File: config.mk
export PLATFORM = sky130hd
export DESIGN_NAME = dac_playback_ctrl
export DESIGN_NICKNAME = d
export VERILOG_FILES = /design/src/rtl/dac_playback_ctrl.sv
export SDC_FILE = /design/constraint.sdc
export NUM_CORES = 2
export LEC_CHECK = 0
export CAP_MARGIN = 20
export CORE_MARGIN = 1.5
export CORE_UTILIZATION = 40
export DETAILED_ROUTE_END_ITERATION = 10
export GPL_TIMING_DRIVEN = 0
export HOLD_SLACK_MARGIN = 0.08
export MAX_ROUTING_LAYER = met4
export SETUP_SLACK_MARGIN = 0.05
export SYNTH_ARGS = -nofsm -noshare
export SYNTH_HDL_FRONTEND = slang
export SYNTH_SLANG_ARGS = --single-unit
File: constraint.sdc
create_clock -name hclk -period 13.05 [get_ports hclk]
set_clock_uncertainty 0.05 [all_clocks]
set_input_delay 3.915 -clock hclk [delete_from_list [all_inputs] [get_ports hclk]]
set_output_delay 3.915 -clock hclk [all_outputs]
set_load 0.02 [all_outputs]
File: src/rtl/dac_playback_ctrl.sv
`default_nettype none
// ============================================================================
// Module      : dac_playback_ctrl
// Description : Buffers 8-bit samples in a FIFO. A start/prime/run state
//               machine plays them out to an external DAC at a programmable
//               rate (hclk cycles per sample). Single clock domain.
//               Optional macro DAC_IDLE_MIDSCALE_EN: dac_data is forced to
//               0x80 on reset, on stop and on underrun ticks.
// Revision    : 1.0 - initial release
// ============================================================================
module dac_playback_ctrl #(
    parameter int DEPTH  = 256,
    parameter int DIV_W  = 16,
    parameter int UCNT_W = 16,
    localparam int AW    = $clog2(DEPTH),
    localparam int LW    = AW + 1
) (
    input  logic              hclk,
    input  logic              hreset,
    input  logic              wr_valid,
    input  logic [7:0]        wr_data,
    output logic              wr_ready,
    input  logic              start,
    input  logic              stop,
    input  logic              flush,
    input  logic [DIV_W-1:0]  rate_div,
    input  logic [LW-1:0]     prime_level,
    output logic              busy,
    output logic [LW-1:0]     fifo_level,
    output logic              underrun,
    output logic [UCNT_W-1:0] underrun_count,
    output logic [7:0]        dac_data,
    output logic              dac_clk
);

`ifdef DAC_IDLE_MIDSCALE_EN
    localparam logic [7:0] c_IDLE_CODE = 8'h80;
    localparam logic       c_MIDSCALE  = 1'b1;
`else
    localparam logic [7:0] c_IDLE_CODE = 8'h00;
    localparam logic       c_MIDSCALE  = 1'b0;
`endif

    typedef enum logic [1:0] {
        S_IDLE  = 2'd0,
        S_PRIME = 2'd1,
        S_RUN   = 2'd2
    } state_t;

    logic [7:0]        r_mem [DEPTH];
    logic [AW-1:0]     r_wptr;
    logic [AW-1:0]     r_rptr;
    logic [LW-1:0]     r_level;

    state_t            r_state;
    logic [DIV_W-1:0]  r_div;
    logic [DIV_W-1:0]  r_half;
    logic [DIV_W-1:0]  r_cnt;
    logic [LW-1:0]     r_prime;
    logic              r_underrun;
    logic [UCNT_W-1:0] r_ucnt;
    logic [7:0]        r_dac;
    logic              r_dclk;

    logic              w_full;
    logic              w_empty;
    logic              w_push;
    logic              w_tick;
    logic              w_pop;
    logic [DIV_W-1:0]  w_cnt_nxt;
    logic [DIV_W-1:0]  w_div_lat;
    logic [LW-1:0]     w_prime_lat;

    assign w_full      = (r_level == LW'(DEPTH));
    assign w_empty     = (r_level == '0);
    // A push at full is refused even if a pop frees a slot this cycle.
    assign w_push      = wr_valid && !w_full && !flush;
    // stop takes precedence over a coincident sample tick.
    assign w_tick      = (r_state == S_RUN) && (r_cnt == '0) && !stop;
    assign w_pop       = w_tick && !w_empty;
    assign w_cnt_nxt   = (r_cnt == r_div - 1'b1) ? '0 : r_cnt + 1'b1;
    assign w_div_lat   = (rate_div < DIV_W'(2)) ? DIV_W'(2) : rate_div;
    assign w_prime_lat = (prime_level > LW'(DEPTH)) ? LW'(DEPTH) : prime_level;

    assign wr_ready       = !w_full;
    assign busy           = (r_state != S_IDLE);
    assign fifo_level     = r_level;
    assign underrun       = r_underrun;
    assign underrun_count = r_ucnt;
    assign dac_data       = r_dac;
    assign dac_clk        = r_dclk;

    // Sample storage; emptiness is tracked by the pointers, so no reset here.
    always_ff @(posedge hclk) begin
        if (w_push) begin
            r_mem[r_wptr] <= wr_data;
        end
    end

    // FIFO pointers and occupancy; flush wins over any push.
    always_ff @(posedge hclk or posedge hreset) begin
        if (hreset) begin
            r_wptr  <= '0;
            r_rptr  <= '0;
            r_level <= '0;
        end else if (flush) begin
            r_wptr  <= '0;
            r_rptr  <= '0;
            r_level <= '0;
        end else begin
            if (w_push) begin
                r_wptr <= r_wptr + 1'b1;
            end
            if (w_pop) begin
                r_rptr <= r_rptr + 1'b1;
            end
            r_level <= r_level + LW'(w_push) - LW'(w_pop);
        end
    end

    // Playback state machine, rate divider, DAC strobe and sample register.
    always_ff @(posedge hclk or posedge hreset) begin
        if (hreset) begin
            r_state    <= S_IDLE;
            r_div      <= DIV_W'(2);
            r_half     <= DIV_W'(1);
            r_cnt      <= '0;
            r_prime    <= '0;
            r_underrun <= 1'b0;
            r_ucnt     <= '0;
            r_dac      <= c_IDLE_CODE;
            r_dclk     <= 1'b0;
        end else begin
            case (r_state)
                S_IDLE: begin
                    if (start && !stop) begin
                        r_state    <= S_PRIME;
                        r_div      <= w_div_lat;
                        r_half     <= w_div_lat >> 1;
                        r_prime    <= w_prime_lat;
                        r_underrun <= 1'b0;
                        r_ucnt     <= '0;
                    end
                end
                S_PRIME: begin
                    if (stop) begin
                        r_state <= S_IDLE;
                        if (c_MIDSCALE) begin
                            r_dac <= c_IDLE_CODE;
                        end
                    end else if (r_level >= r_prime) begin
                        r_state <= S_RUN;
                        r_cnt   <= '0;
                        r_dclk  <= 1'b0;
                    end
                end
                S_RUN: begin
                    if (stop) begin
                        r_state <= S_IDLE;
                        r_cnt   <= '0;
                        r_dclk  <= 1'b0;
                        if (c_MIDSCALE) begin
                            r_dac <= c_IDLE_CODE;
                        end
                    end else begin
                        // Strobe is registered against the next count so it
                        // stays aligned with r_cnt: low on the tick half,
                        // high from floor(N/2) onward.
                        r_cnt  <= w_cnt_nxt;
                        r_dclk <= (w_cnt_nxt >= r_half);
                        if (w_pop) begin
                            r_dac <= r_mem[r_rptr];
                        end else if (w_tick) begin
                            r_underrun <= 1'b1;
                            if (r_ucnt != {UCNT_W{1'b1}}) begin
                                r_ucnt <= r_ucnt + 1'b1;
                            end
                            if (c_MIDSCALE) begin
                                r_dac <= c_IDLE_CODE;
                            end
                        end
                    end
                end
                default: begin
                    r_state <= S_IDLE;
                    r_dclk  <= 1'b0;
                end
            endcase
        end
    end

endmodule
`default_nettype wire

# Yosys cells after proc, flatten, opt, wreduce, memory -nomap -nowiden
# Memory sizes are Yosys's and may differ from the RTL's. A register that Yosys moved wholly into a read port is not among the register bits.
# Cells that the tools add are included.
# W data, S select, Z words.
[totals]
regBits = 101
mem_bits_rw = 2048
input_bits = 39
word_cells = 98
n_memories = 1
[classes]
n_addsub = 7
n_lt_le_gt_ge = 4
n_eq_ne = 14
mux = 34
n_bitwise = 2
reduce_logical = 25
[mem_list]
columns = ["name", "words", "word_bits", "read_ports", "rd_clocked_by_memory_dff", "write_ports", "line_no", "source"]
rows = [
  ["r_mem", 256, 8, 1, 1, 1, "50", "logic [7:0] r_mem [DEPTH];"],
]
[op_table]
columns = ["op", "n"]
rows = [
  ["$mux W16", 10],
  ["$pmux W16 S2", 2],
  ["$add A16 B1 Y16 const B", 2],
  ["$mux W8", 4],
  ["$mux W9", 2],
  ["$add A8 B1 Y8 const B", 2],
  ["$eq A16 B16 Y1", 1],
  ["$ge A16 B15 Y1", 1],
  ["$logic_not A16 Y1", 1],
  ["$lt A16 B2 Y1 const B", 1],
  ["$ne A16 B16 Y1 const B", 1],
  ["$sub A16 B1 Y16 const B", 1],
  ["$ne A2 B2 Y1 const B", 7],
  ["$reduce_and A3 Y1", 4],
  ["$reduce_bool A2 Y1", 5],
  ["$add A9 B1 Y9", 1],
  ["$eq A9 B9 Y1 const B", 1],
  ["$ge A9 B9 Y1", 1],
  ["$gt A9 B9 Y1 const B", 1],
  ["$logic_not A9 Y1", 1],
  ["$mux W1", 9],
  ["$sub A9 B1 Y9", 1],
  ["$mux W2", 4],
  ["$logic_and A1 B1 Y1", 6],
  ["13 further kinds", 17],
]

# Logic depth before layout (Yosys ltp)
[logic_depth]
word_depth = 7
mapped_depth = 20
mapped_depth_nobuf = 20

# Worst setup path after synthesis
# OpenSTA, ideal clock, no wires.
[synth_timing]
kind = "input -> register"
from = "input port stop"
to = "register r_level[8] (netlist: fifo_level[8])"
setup_time_ns = 0.078
arrival_ns = 6.936
path_slack_ns = 5.986
cell_stages = 16
n_path_buf = 0
path_cell_list = "or3b_2 nor4b_1 nand3_1 clkinv_1 ha_1 inv_1 ha_1 fa_1 a21oi_1 o21bai_1 a21oi_1 o21bai_1 a21oi_1 nor2_1 or3_1 a21oi_1"
[synth_between]
elab_chain_cells = 5
[synth_lines]
columns = ["element", "line_no", "source"]
rows = [
  ["start: declaration", "24", "input logic stop,"],
  ["$logic_not A1 Y1", "79", "assign w_tick = (r_state == S_RUN) && (r_cnt == '0) && !stop;"],
  ["$logic_and A1 B1 Y1", "79", ""],
  ["$logic_and A1 B1 Y1", "80", "assign w_pop = w_tick && !w_empty;"],
  ["$sub A9 B1 Y9", "117", "r_level <= r_level + LW'(w_push) - LW'(w_pop);"],
  ["$mux W9", "106", "end else if (flush) begin"],
  ["end signal: assignment", "117", ""],
  ["end: declaration", "53", "logic [LW-1:0] r_level;"],
]
# No other way between the ends.
# A chain may end at the register's enable or synchronous reset.

# Worst setup path after layout
# Same ends and word-level chain as after synthesis.

==> flow_metrics.py <==
metrics = {
    "run_status": {
        "status": "completed",
    },
    "place": {
        "post-dp-hpwl_mm": 206,
        "post-place-ws_ns": 4.24,
        "portBuffers": 74,
        "place_congestion": 1.03,
    },
    "floorplanning": {
        "start_util": 0.402,
        "pin_count": 76,
        "die-area_sq_um": 216000,
        "die_w_um": 465,
        "rows": 169,
        "die_h_um": 465,
        "core_area_sq_um": 212000,
    },
    "grt": {
        "grt_overflow_total": 0,
        "grt_usage": 0.295,
        "grt_first_pass_wirelength_mm": 413,
        "first_global_vias": 46040,
        "grt_max_degree": 165,
        "antenna_found_initial": 19,
    },
    "synthesis": {
        "synth_top_family_by_area": "multiplexers",
        "yosysUniqueCellTypes": 77,
        "synth_compound_area_frac": 0.0316,
        "synth_flop_cell": "edfxtp_1",
        "syn_nets": 4413,
        "synth_top_cell_area_share": 0.721,
        "yosys.area.top_type": "edfxtp_1",
        "synth_edf_count": 2048,
        "synth_xor_area_frac": 0.00647,
        "seq_area_frac_synth": 0.749,
        "syn_inst": 4328,
        "synthArstFlopShare": 0.0439,
        "synth_seq_cells": 2142,
        "syn_area_sq_um": 85200,
        "synthTopCellsByArea": "edfxtp_1 (72%), mux4_2 (13%), dfrtp_1 (2.7%)",
        "synth_mux_area_frac": 0.154,
        "syn_area_per_cell_sq_um": 19.7,
        "synth_fa_ha_area_frac": 0.00684,
        "ys_warn_count": 0,
        "synth_simple_gate_area_frac": 0.0367,
    },
    "worst_setup_path": {
        "critPathMostFrequentCell": "a21oi_1",
        "critPathArrivalTime_ns": 8.70,
        "crit_path_top_delay_cell": "or3b_2",
        "cp-end-kind": "flop",
        "critical_path.max_stage_delay_ns": 0.63,
        "crit_fanout": 9,
        "worstSetupPathType": "input port to flop",
        "crit_path_cell_trace": "clkdlybuf4s50_1 > or3b_2 > nor4b_1 > nand3_1 > clkinv_1 > ha_1 > inv_1 > ha_1 > fa_1 > a21oi_1 > o21bai_1 > a21oi_1 > o21bai_1 > a21oi_1 > nor2_1 > or3_1 > a21oi_1",
        "startpoint_type": "input port",
        "crit_required_ns": 13.81,
    },
    "sta": {
        "rsz0062_at_grt": "no",
        "finalSetupViolCount": 0,
        "worst_slack_ns": 5.11,
        "period_minus_slack_ns": 7.94,
        "finalSetupTns_ns": 0,
        "max_slew_margin": 0.122,
        "whs_ns": 0.472,
        "fmax_ghz": 0.126,
        "drv_slew": 0,
        "hold_violations": 0,
        "worst_pin_slew_ns": 1.32,
        "fin_crit_sh": 0.608,
    },
    "drt": {
        "totalWireLength_mm": 313,
        "post_drt_via_cell_ratio": 6.34,
        "drt-initial-drc-count": 8998,
        "dr.pass1.iters": 6,
        "ant_nets": 0,
        "num_vias": 48775,
        "wire_per_inst_um": 40.6,
        "drc_errors": 0,
    },
    "cts": {
        "hold_buffers": 0,
        "numCtsBuffers": 210,
        "clock_path_buffers": 3,
        "h-tree-depth": 4,
        "cts_resized": 0,
        "clk_pin_slew_ns": 0.06,
        "root_buffer": "clkbuf_16",
        "insertion_delay_ns": 0.89,
        "cts_sinks": 2142,
        "cts_setup_buffers": 0,
        "cts_tree": "done",
    },
    "power_and_ir_drop": {
        "peakVddDrop_mv": 0.144,
        "power_density_nw_per_um2": 158,
        "leakagePower_uw": 0.0303,
    },
    "flow_run": {
        "cap_violations": 0,
    },
    "final_layout": {
        "layout-drive-gt1-share": 0.219,
        "syn_to_final_growth_pct": 14.9,
        "layout.nets": 4754,
        "nFillCells": 17816,
        "final_cell_mix": "edfxtp_1 (2048), mux4_2 (488), nor2_1 (343)",
        "final_common_cell": "edfxtp_1",
    },
    "hold_path": {
        "hold_path.class": "flop to flop",
    },
}
-- cell families after synthesis --
logic type / after synthesis
multiplexers: 696
AND/OR/NAND/NOR: 691
XOR/XNOR: 63
AO/OA/AOI/OAI: 395
adder cells (fa/ha/maj): 46
buffers and inverters: 295
flip-flops: 2142
-- sequential cells by signal (all words and copies together), names as in the netlist, 9 cells and up --
register / count
r_div: 16
r_mem: 2048
fifo_level: 9
r_prime: 9
underrun_count: 16
r_cnt: 16
-- metrics by stage --
step                cell area (sq um)  total power [uW]   util  cells
floorplan                       85200              8560      -   4328
global placement                89500              9250  0.422   7223
detailed placement              90600              9210  0.428   7272
CTS                             97800             15400  0.462   7669
global route                    97900             15800  0.462   7685
finish                          97900             15500  0.462   7690
-- per-layer routing --
layer  track usage  part of all wire
met3        0.0900              0.13
met2         0.420              0.44
met1         0.381              0.37
met5             -                 0
met4         0.151             0.061
-- cells in the mapped netlist (8+ instances only) --
library cell and count:
or3_1 8, clkbuf_1 135, xor2_1 33, buf_4 36
mux4_2 488, a22oi_1 43, edfxtp_1 2048, a211oi_1 26
buf_1 25, ha_1 45, a221oi_1 31, o211ai_1 15
a31oi_1 10, and2_1 11, nand3b_1 13, a21oi_1 90
or2_2 8, mux2i_1 191, a21o_1 17, nand3_1 52
nor2_1 344, mux2_2 17, xnor2_1 30, a22o_1 9
and3_1 10, nor4_1 13, nor3_1 14, nand2b_1 14
buf_2 44, inv_1 47, o221ai_1 9, dfrtp_1 93
o22ai_1 21, nor2b_1 33, nand2_1 131, nand4_1 12
o21ai_0 56, o31ai_1 8
-- final timing paths --
check | from | end | slack (ns) | cells past startpoint
max in group asynchronous | hreset | r_cnt[5] | 8.73 | 3
min reg2reg | underrun | underrun | 0.47 | 2
max reg2reg | r_rptr[3] | dac_data[3] | 6.29 | 9
min in group asynchronous | hreset | underrun_count[10] | 3.47 | 2
max | stop | fifo_level[8] | 5.11 | 17
min | underrun | underrun | 0.47 | 2
-- report_power, final --
part	switching, uW	leakage, uW	internal, uW
combinational	877	0.00721	511
clock	2810	0.00348	3570
sequential	96.0	0.0197	7600
-- layout make-up --
type	instances	area (sq um)	share of cell area
sequential	2142	63900	0.652
multi-input combinational	1891	20100	0.205
clock buffer	258	5530	0.0564
tap	2821	3530	0.0360
timing repair buffer	129	1780	0.0182
clock inverter	139	1700	0.0174
buffer	246	1240	0.0127
inverter	49	186	0.00190
antenna	15	37.5	0.000383
-- worst max-delay path, delay by kind of cell --
kind / cells / cell delay, ns
simple gates: 5 / 2.04
fa+ha+maj: 3 / 0.83
buf+inv: 3 / 1.06
compound gates: 6 / 0.84
No activity file was read; power rests on OpenSTA's default activity.
